File: config.mk
export PLATFORM = sky130hd
export DESIGN_NAME = spi_reg_bank_flat
export DESIGN_NICKNAME = d
export VERILOG_FILES = /design/src/rtl/spi_reg_bank_if.sv /design/src/rtl/spi_reg_bank.sv /design/src/flat_wrapper.sv
export SDC_FILE = /design/constraint.sdc
export NUM_CORES = 1
export LEC_CHECK = 0
export BUFFER_PORTS_ARGS = -buffer_cell sky130_fd_sc_hd__buf_4
export CAP_MARGIN = 40
export CORE_MARGIN = 3
export CORE_UTILIZATION = 50
export DETAILED_ROUTE_END_ITERATION = 10
export GPL_TIMING_DRIVEN = 0
export PLACE_DENSITY_LB_ADDON = 0.3
export SYNTH_ARGS = -nofsm -noshare
export SYNTH_HDL_FRONTEND = slang
export SYNTH_SLANG_ARGS = --single-unit
export TNS_END_PERCENT = 100
File: constraint.sdc
create_clock -name clk -period 1.8 [get_ports clk]
set_input_delay 0.27 -clock clk [delete_from_list [all_inputs] [get_ports clk]]
set_output_delay 0.27 -clock clk [all_outputs]
set_load 0.1 [all_outputs]
File: src/rtl/spi_reg_bank_if.sv
// SPI pin bundle between an external controller and spi_reg_bank.
// Controller drives nCS/SCLK/COPI; the peripheral drives CIPO.
interface spi_reg_bank_if;
  logic nCS;
  logic SCLK;
  logic COPI;
  logic CIPO;

  modport master (
    output nCS,
    output SCLK,
    output COPI,
    input  CIPO
  );

  modport slave (
    input  nCS,
    input  SCLK,
    input  COPI,
    output CIPO
  );
endinterface

File: src/rtl/spi_reg_bank.sv
// SPI peripheral register bank: framed writes, framing errors, write strobe.
// Define SPI_REG_READBACK_EN to enable register read-back over CIPO.
module spi_reg_bank #(
  parameter int ADDR_W      = 7,
  parameter int DATA_W      = 8,
  parameter int NUM_REGS    = 5,
  parameter int SYNC_STAGES = 2
) (
  input  logic                       clk,
  input  logic                       rst,
  spi_reg_bank_if.slave              spi,
  output logic [NUM_REGS*DATA_W-1:0] regs_o,
  output logic                       wr_stb,
  output logic [ADDR_W-1:0]          wr_addr,
  output logic                       frame_err
);
  localparam int S         = SYNC_STAGES;
  localparam int FRAME_LEN = 1 + ADDR_W + DATA_W;
  localparam int CNT_W     = $clog2(FRAME_LEN + S + 2);

  typedef enum logic [2:0] {
    WAIT_CS, IDLE, CMD, DATA, WAIT_END, COMMIT
  } state_t;

  state_t state_q, state_d;

  logic [S:0]   ncs_sync_q, ncs_sync_d;
  logic [S:0]   sclk_sync_q, sclk_sync_d;
  logic [S-1:0] copi_sync_q, copi_sync_d;
  logic ncs_rise_q, ncs_rise_d;
  logic ncs_fall_q, ncs_fall_d;
  logic sclk_rise_q, sclk_rise_d;
  logic copi_bit_q, copi_bit_d;

  logic [CNT_W-1:0]          cnt_q, cnt_d;
  logic [FRAME_LEN-1:0]      sh_q, sh_d, sh_shift;
  logic [NUM_REGS*DATA_W-1:0] regs_q, regs_d;
  logic                      wr_stb_q, wr_stb_d;
  logic [ADDR_W-1:0]         wr_addr_q, wr_addr_d;
  logic                      err_q, err_d;
  logic                      frame_err_q, frame_err_d;
  logic                      fall_hold_q, fall_hold_d;
  logic                      hit;

  logic [ADDR_W-1:0] c_addr;
  logic [DATA_W-1:0] c_data;

  // Edge flags come from the two oldest taps and are registered once more.
  always_comb begin
    ncs_sync_d  = {ncs_sync_q[S-1:0], spi.nCS};
    sclk_sync_d = {sclk_sync_q[S-1:0], spi.SCLK};
    copi_sync_d = {copi_sync_q[S-2:0], spi.COPI};
    ncs_rise_d  = ncs_sync_q[S-1] & ~ncs_sync_q[S];
    ncs_fall_d  = ~ncs_sync_q[S-1] & ncs_sync_q[S];
    sclk_rise_d = sclk_sync_q[S-1] & ~sclk_sync_q[S];
    copi_bit_d  = copi_sync_q[S-1];
  end

  assign sh_shift = {sh_q[FRAME_LEN-2:0], copi_bit_q};
  assign c_addr   = sh_q[DATA_W +: ADDR_W];
  assign c_data   = sh_q[DATA_W-1:0];

  always_comb begin
    state_d     = state_q;
    cnt_d       = cnt_q;
    sh_d        = sh_q;
    regs_d      = regs_q;
    wr_stb_d    = 1'b0;
    wr_addr_d   = wr_addr_q;
    err_d       = 1'b0;
    frame_err_d = err_q;
    fall_hold_d = 1'b0;
    hit         = 1'b0;
    unique case (state_q)
      WAIT_CS: begin
        // Let the synchroniser refill before trusting nCS.
        if (cnt_q != CNT_W'(S + 1)) begin
          cnt_d = cnt_q + 1'b1;
        end else if (ncs_sync_q[S] && ncs_sync_q[S-1]) begin
          state_d = IDLE;
          cnt_d   = '0;
        end
      end
      IDLE: begin
        if (ncs_fall_q || fall_hold_q) begin
          state_d = CMD;
          cnt_d   = '0;
          sh_d    = '0;
        end
      end
      CMD: begin
        if (ncs_rise_q) begin
          err_d   = 1'b1;
          state_d = IDLE;
        end else if (sclk_rise_q) begin
          sh_d = sh_shift;
          if (cnt_q == CNT_W'(ADDR_W)) begin
            state_d = DATA;
            cnt_d   = '0;
          end else begin
            cnt_d = cnt_q + 1'b1;
          end
        end
      end
      DATA: begin
        if (ncs_rise_q) begin
          err_d   = 1'b1;
          state_d = IDLE;
        end else if (sclk_rise_q) begin
          sh_d = sh_shift;
          if (cnt_q == CNT_W'(DATA_W - 1)) begin
            state_d = WAIT_END;
            cnt_d   = '0;
          end else begin
            cnt_d = cnt_q + 1'b1;
          end
        end
      end
      WAIT_END: begin
        if (sclk_rise_q) begin
          err_d   = 1'b1;
          state_d = IDLE;
        end else if (ncs_rise_q) begin
          state_d = COMMIT;
        end
      end
      COMMIT: begin
        fall_hold_d = ncs_fall_q;
        state_d     = IDLE;
        if (sh_q[FRAME_LEN-1]) begin
          for (int i = 0; i < NUM_REGS; i++) begin
            if (c_addr == ADDR_W'(i)) begin
              regs_d[i*DATA_W +: DATA_W] = c_data;
              hit = 1'b1;
            end
          end
        end
        if (hit) begin
          wr_stb_d  = 1'b1;
          wr_addr_d = c_addr;
        end
      end
      default: state_d = WAIT_CS;
    endcase
  end

  always_ff @(posedge clk) begin
    if (rst) begin
      ncs_sync_q  <= '1;
      sclk_sync_q <= '0;
      copi_sync_q <= '0;
      ncs_rise_q  <= 1'b0;
      ncs_fall_q  <= 1'b0;
      sclk_rise_q <= 1'b0;
      copi_bit_q  <= 1'b0;
      state_q     <= WAIT_CS;
      cnt_q       <= '0;
      sh_q        <= '0;
      regs_q      <= '0;
      wr_stb_q    <= 1'b0;
      wr_addr_q   <= '0;
      err_q       <= 1'b0;
      frame_err_q <= 1'b0;
      fall_hold_q <= 1'b0;
    end else begin
      ncs_sync_q  <= ncs_sync_d;
      sclk_sync_q <= sclk_sync_d;
      copi_sync_q <= copi_sync_d;
      ncs_rise_q  <= ncs_rise_d;
      ncs_fall_q  <= ncs_fall_d;
      sclk_rise_q <= sclk_rise_d;
      copi_bit_q  <= copi_bit_d;
      state_q     <= state_d;
      cnt_q       <= cnt_d;
      sh_q        <= sh_d;
      regs_q      <= regs_d;
      wr_stb_q    <= wr_stb_d;
      wr_addr_q   <= wr_addr_d;
      err_q       <= err_d;
      frame_err_q <= frame_err_d;
      fall_hold_q <= fall_hold_d;
    end
  end

  assign regs_o    = regs_q;
  assign wr_stb    = wr_stb_q;
  assign wr_addr   = wr_addr_q;
  assign frame_err = frame_err_q;

`ifdef SPI_REG_READBACK_EN
  logic              sclk_fall_q, sclk_fall_d;
  logic              cipo_q, cipo_d;
  logic              load_rd;
  logic [DATA_W-1:0] tx_q, tx_d, rd_data;

  assign sclk_fall_d = ~sclk_sync_q[S-1] & sclk_sync_q[S];
  assign load_rd = (state_q == CMD) && (state_d == DATA)
                && !sh_shift[ADDR_W];

  always_comb begin
    rd_data = '0;
    for (int i = 0; i < NUM_REGS; i++) begin
      if (sh_shift[ADDR_W-1:0] == ADDR_W'(i)) begin
        rd_data = regs_q[i*DATA_W +: DATA_W];
      end
    end
  end

  // The first DATA falling edge re-presents the MSB loaded at CMD exit.
  always_comb begin
    tx_d   = tx_q;
    cipo_d = cipo_q;
    if (load_rd) begin
      tx_d   = rd_data;
      cipo_d = rd_data[DATA_W-1];
    end else if (state_d != DATA) begin
      tx_d   = '0;
      cipo_d = 1'b0;
    end else if (sclk_fall_q) begin
      cipo_d = tx_q[DATA_W-1];
      tx_d   = {tx_q[DATA_W-2:0], 1'b0};
    end
  end

  always_ff @(posedge clk) begin
    if (rst) begin
      sclk_fall_q <= 1'b0;
      cipo_q      <= 1'b0;
      tx_q        <= '0;
    end else begin
      sclk_fall_q <= sclk_fall_d;
      cipo_q      <= cipo_d;
      tx_q        <= tx_d;
    end
  end

  assign spi.CIPO = cipo_q;
`else
  assign spi.CIPO = 1'b0;
`endif
endmodule

File: src/flat_wrapper.sv
// flat-port wrapper written by rule: the top's interface ports become plain ports
module spi_reg_bank_flat 
#(
  parameter int ADDR_W      = 7,
  parameter int DATA_W      = 8,
  parameter int NUM_REGS    = 5,
  parameter int SYNC_STAGES = 2
)
  (clk, rst, regs_o, wr_stb, wr_addr, frame_err, spi_nCS, spi_SCLK, spi_COPI, spi_CIPO);
  spi_reg_bank_if spi_i ();
  input  logic clk;
  input  logic rst;
  output logic [NUM_REGS*DATA_W-1:0] regs_o;
  output logic wr_stb;
  output logic [ADDR_W-1:0] wr_addr;
  output logic frame_err;
  input wire logic [$bits(spi_i.nCS)-1:0] spi_nCS;
  input wire logic [$bits(spi_i.SCLK)-1:0] spi_SCLK;
  input wire logic [$bits(spi_i.COPI)-1:0] spi_COPI;
  output wire logic [$bits(spi_i.CIPO)-1:0] spi_CIPO;
  assign spi_i.nCS = spi_nCS;
  assign spi_i.SCLK = spi_SCLK;
  assign spi_i.COPI = spi_COPI;
  assign spi_CIPO = spi_i.CIPO;
  spi_reg_bank #(.ADDR_W(ADDR_W), .DATA_W(DATA_W), .NUM_REGS(NUM_REGS), .SYNC_STAGES(SYNC_STAGES)) u_core (.clk(clk), .rst(rst), .spi(spi_i), .regs_o(regs_o), .wr_stb(wr_stb), .wr_addr(wr_addr), .frame_err(frame_err));
endmodule
# ---- Yosys cells after proc, flatten, opt, wreduce, memory -nomap -nowiden
# Index checks and enable logic that the tools add are counted.
dict set report op_classes {
  addsub 1
  mux 34
  n_reduce_logical 17
  n_bitwise 7
  eq_ne 22
}
# operator n
set ops {}
lappend ops {{16-bit 2-to-1 mux} 3}
lappend ops {{3-bit 2-to-1 mux} 11}
lappend ops {{16-bit one-hot mux with 2 select lines} 1}
lappend ops {{5-bit 2-to-1 mux} 6}
lappend ops {{3-bit by 1-bit inequality test with 1-bit output, second input constant} 6}
lappend ops {{3-bit one-hot mux with 6 select lines} 1}
lappend ops {{5-bit one-hot mux with 3 select lines} 1}
lappend ops {{3-bit AND reduction} 5}
lappend ops {{7-bit by 2-bit equality test with 1-bit output, second input constant} 2}
lappend ops {{1-bit 2-to-1 mux} 10}
lappend ops {{8-bit AND reduction} 1}
lappend ops {{7-bit by 1-bit equality test with 1-bit output, second input constant} 1}
lappend ops {{7-bit by 3-bit equality test with 1-bit output, second input constant} 1}
lappend ops {{7-bit zero test} 1}
lappend ops {{3-bit by 2-bit equality test with 1-bit output, second input constant} 2}
lappend ops {{3-bit equality test, second input constant} 2}
lappend ops {{2-bit by 1-bit inequality test with 1-bit output, second input constant} 3}
lappend ops {{5-bit by 1-bit adder with 5-bit output, second input constant} 1}
lappend ops {{5-bit by 3-bit equality test with 1-bit output, second input constant} 1}
lappend ops {{5-bit by 2-bit inequality test with 1-bit output, second input constant} 1}
lappend ops {{5-bit AND reduction} 1}
lappend ops {{2-bit inequality test, second input constant} 2}
lappend ops {{1-bit NOT} 4}
lappend ops {{4-bit AND reduction} 1}
lappend ops {{other kinds (10)} 13}
dict set report word_totals {
  register_bits 87
  input_bits 5
  output_inout_bits 50
  wordCells 101
}

# ---- Depth between registers and ports, before layout
dict set report logic_depth {
  depth_word 9
  mapped_depth 7
  ltp_nobuf 6
}

# ---- Least setup slack after synthesis
# No wires, ideal clock.
dict set report synth_timing {
  path_type {register to register}
  from {reg u_core.cnt_q[0]}
  to {reg u_core.state_q[2]}
  required_time_ps 1709
  n_path_buf 0
  period_less_slack_ps 1826
  stages_incl_launch_ff 7
  arrival_time_ps 1735
  slack_ps -26
  setup_time_ps 91
  cell_sequence {dfxtp_1 ha_1 or4b_4 o211a_1 a211oi_2 nor2_1 a311oi_1}
}
dict set report synth_via {
  elab_chain_len 3
  word_cells_on_any_way 6
  classes_between {5 x eq/ne; 1 x reduce/logical}
}
# item line
set synth_lines {}
lappend synth_lines {{from (decl)} spi_reg_bank.sv:35} ;# logic [CNT_W-1:0] cnt_q, cnt_d;
lappend synth_lines {{from (signal assigned)} spi_reg_bank.sv:174} ;# cnt_q <= cnt_d;
lappend synth_lines {{5-bit by 3-bit equality test with 1-bit output or 5-bit by 2-bit inequality test with 1-bit output (tied branches)} {spi_reg_bank.sv:97, spi_reg_bank.sv:111, spi_reg_bank.sv:77}}
lappend synth_lines {{3-bit by 1-bit inequality test with 1-bit output (no line) or 2-bit inequality test (tied branches)} n/a}
lappend synth_lines {{8-bit AND reduction (no line) *} n/a}
lappend synth_lines {{to (signal assigned)} spi_reg_bank.sv:173} ;# state_q <= state_d;
lappend synth_lines {{to (decl)} spi_reg_bank.sv:25} ;# state_t state_q, state_d;
# Every way passes the cells marked *; elsewhere a longest branch is shown, timed or not.
# A chain may end at the register's enable or synchronous reset.

# ---- Final worst setup path
dict set report layout_timing {
  from {reg u_core.cnt_q[1]}
  to {reg u_core.state_q[0]}
}
# Same word-level chain as after synthesis.

==> run summary <==
Max IR drop VDD: 0.000709 V
Clk sinks: 87
CTS Hold Buffers Added: 0
Syn_nets: 371
Mapped Avg Cell Area: 9.03 µm²
Placed Area: 0.00379 mm²
First-pass GRT wire length: 12900 µm
Mapped Area: 0.00330 mm²
Status: finished with violations
Skew final: 0.00858 ns
Max-Cap Viols: 0
Ys async rst share: 0%
Final setup viols: 37
Final net count: 453
Met2 WL: 4200 µm
Number of cells produced by synthesis: 365
Worst hold slack: 0.105 ns
Largest net degree at the start of global routing: 14
Worst min-delay path class: in -> reg
Initial antenna violation count: 0
Worst Path Arrival: 2.22 ns
I/O pin cnt: 55
H-Tree Depth: 3
Chip width: 87.2 µm
Max frequency: 0.515 GHz
Detailed Route WL: 8400 µm
Routed wire per std cell: 15.9 µm
CP startpoint kind: flip-flop
Via count: 2946
Required time worst endpoint: 2.08 ns
Vias in the first global route: 2680
Overflow after GRT: 0
DR WL met3: 538 µm
CTS tree: built
Slew headroom: 60.2%
CTS Root Cell: clkbuf_8
Starting density of the core: 53.4%
Core area: 0.00617 mm²
Via/cell ratio: 5.59
Clock latency on the worst-skew pair: 0.35 ns
Unrepaired setup endpoints after global routing: true
Yosys warns: 0
DP HPWL: 5170 µm
Final total power: 4.53 mW
Slew @ Worst Pin: 0.597 ns
GRT Util Overall: 21.5%
Post-synth EDFFs: 0
Filler cells: 452
1st-iter DRT viols: 176
Primary FF master, synth: dfxtp_1
Final worst slack: -0.141 ns
Setup crit end kind: flip-flop
Max layer used: met4
Synth unique cells: 42
Worst hold path depth: 2
CP Max Fanout: 4
Chip height: 87.2 µm
Final Cycle Share: 108%
DRT Pass-1 Iters: 5
Hold path start: spi_nCS
# rows: 28
Synth-to-layout area growth: 34.9%
Proportion of layout cells with a drive suffix above 1: 35.6%
#FFs+latches synth: 87
Worst Hold End: u_core.ncs_sync_q[0]
R2r setup slk: -0.14 ns
Cell area power density: 1020 mW/mm²
Count of final hold-check violations: 0
Sequential area share after synthesis: 52.8%
DRC errors left: 0
Die ar.: 0.00760 mm²
CTS buffer count: 9
FF-to-FF End: u_core.state_q[0]
Finished Cell Area: 0.00445 mm²
R2R depth: 7
Met1 WL: 3550 µm
Maximum clock insertion buffer count: 2
Setup_tns: -2.15 ns
ANT nets after route: 0
DP Cell Count: 492
Non-filler cells, final: 527
Pleak: 1.80 nW
Critical path class: reg -> reg
Max Slew Vio Count: 0
Reg2Reg Launch Point: u_core.cnt_q[1]
Placer Congestion: 0.812
Diodes inserted: 0
# port buffers: 52
Crit path time final: 1.94 ns
CTS clock-pin slew for the worst setup and hold paths: 0.08 ns
Violated checks: setup timing
[through the flow]
stage,utilization [%],worst slack (ns)
3_5_place_dp,61.5,-0.230
2_1_floorplan,-,0.0322
4_1_cts,67.3,-0.184
5_1_grt,72.1,-0.249
6_report,72.1,-0.141
3_3_place_gp,61.5,-0.171
[synthesized netlist by cell type (3+ instances only)]
| library cell | n | area, µm² |
|---|---|---|
| nor2b_1 | 9 | 56.3 |
| a21oi_1 | 46 | 230 |
| nand2_1 | 48 | 180 |
| or2_2 | 3 | 18.8 |
| nor2_1 | 36 | 135 |
| buf_4 | 3 | 22.5 |
| buf_2 | 7 | 35.0 |
| and2_1 | 6 | 37.5 |
| dfxtp_1 | 87 | 1740 |
| inv_1 | 4 | 15.0 |
| and3_1 | 3 | 18.8 |
| mux2i_1 | 24 | 240 |
| o21ai_0 | 4 | 20.0 |
| nand3_1 | 30 | 150 |
| clkbuf_1 | 13 | 48.8 |
| nor3_1 | 3 | 15.0 |
| nand3b_1 | 6 | 45.0 |
| nand2b_1 | 3 | 18.8 |
[power by group]
part / switching, mW / total (mW) / internal [mW]
logic: 0.652 / 1.18 / 0.523
registers: 0.0533 / 2.04 / 1.98
clock network: 0.650 / 1.32 / 0.674
total: 1.36 / 4.53 / 3.18
[metal layers]
metal / track usage [%] / vias up
li1: - / 1420
met1: 29.1 / 1393
met2: 34.2 / 121
met3: 6.24 / 12
met4: 4.60 / 0
met5: 0 / -
[cells by family (layout without fill, tap and decap cells)]
family,after synthesis,count (layout),synth area share [%]
AO/OA/AOI/OAI,61,61,10.3
adder cells (fa/ha/maj),1,1,0.380
buffers and inverters,28,115,3.80
flip-flops,87,87,52.8
multiplexers,24,24,7.29
other,1,1,0.114
AND/OR/NAND/NOR,163,163,25.2
[flip-flops by register name, indices dropped and copies added, names as in the netlist, 2 cells and up]
| name | count |
|---|---|
| u_core.cnt_q | 5 |
| u_core.copi_sync_q | 2 |
| u_core.ncs_sync_q | 3 |
| u_core.regs_o | 40 |
| u_core.sclk_sync_q | 3 |
| u_core.sh_q | 16 |
| u_core.state_q | 3 |
| u_core.wr_addr | 7 |
[cells in the final DEF, fill, tap and decap left out, types with 4 or more instances in the layout]
cell and count:
clkbuf_1 11, clkbuf_8 10, mux2i_1 23, buf_4 69
and2_1 6, a21oi_1 34, dfxtp_1 82, nand3b_1 6
nor2_1 35, nand3_1 24, dfxtp_2 5, nor2b_1 9
nand3_2 4, buf_6 11, nand2_1 34, a21oi_2 11
nand2_2 12
[worst max path at each step]
| stage | start | cells past startpoint | to | slack (ns) |
|---|---|---|---|---|
| 2_1_floorplan | u_core.cnt_q[1] | 6 | u_core.state_q[2] | 0.03 |
| 3_3_place_gp | u_core.state_q[1] | 6 | u_core.sh_q[10] | -0.17 |
| 3_5_place_dp | u_core.sh_q[11] | 6 | u_core.regs_o[10] | -0.23 |
| 4_1_cts | u_core.sh_q[13] | 7 | u_core.regs_o[10] | -0.18 |
| 5_1_grt | u_core.cnt_q[1] | 6 | u_core.state_q[2] | -0.25 |
| 6_report | u_core.cnt_q[1] | 7 | u_core.state_q[0] | -0.14 |
[critical path, cell delays in order (launching register included)]
cell and delay (ns):
dfxtp_2 0.36, ha_4 0.15, or4b_4 0.49, o211a_1 0.25, a211oi_2 0.27, buf_4 0.16
o21ai_2 0.06, a21oi_2 0.13
[layout make-up]
cell class / instances / area [µm²] / area share (%)
Multi-Input combinational cell: 250 / 1680 / 37.8
Clock buffer: 12 / 145 / 3.26
Sequential cell: 87 / 1750 / 39.3
Tap cell: 75 / 93.8 / 2.11
Buffer: 21 / 143 / 3.21
Inverter: 4 / 15.0 / 0.338
Clock inverter: 4 / 45.0 / 1.01
Timing Repair Buffer: 74 / 578 / 13.0
[timing repair]
action	CTS	global route
buffers inserted	9	11
gates cloned	2	0
gates resized for setup	26	64
pin swaps	13	32
setup endpoints to repair	57	71
(Power assumes the default switching activity.)
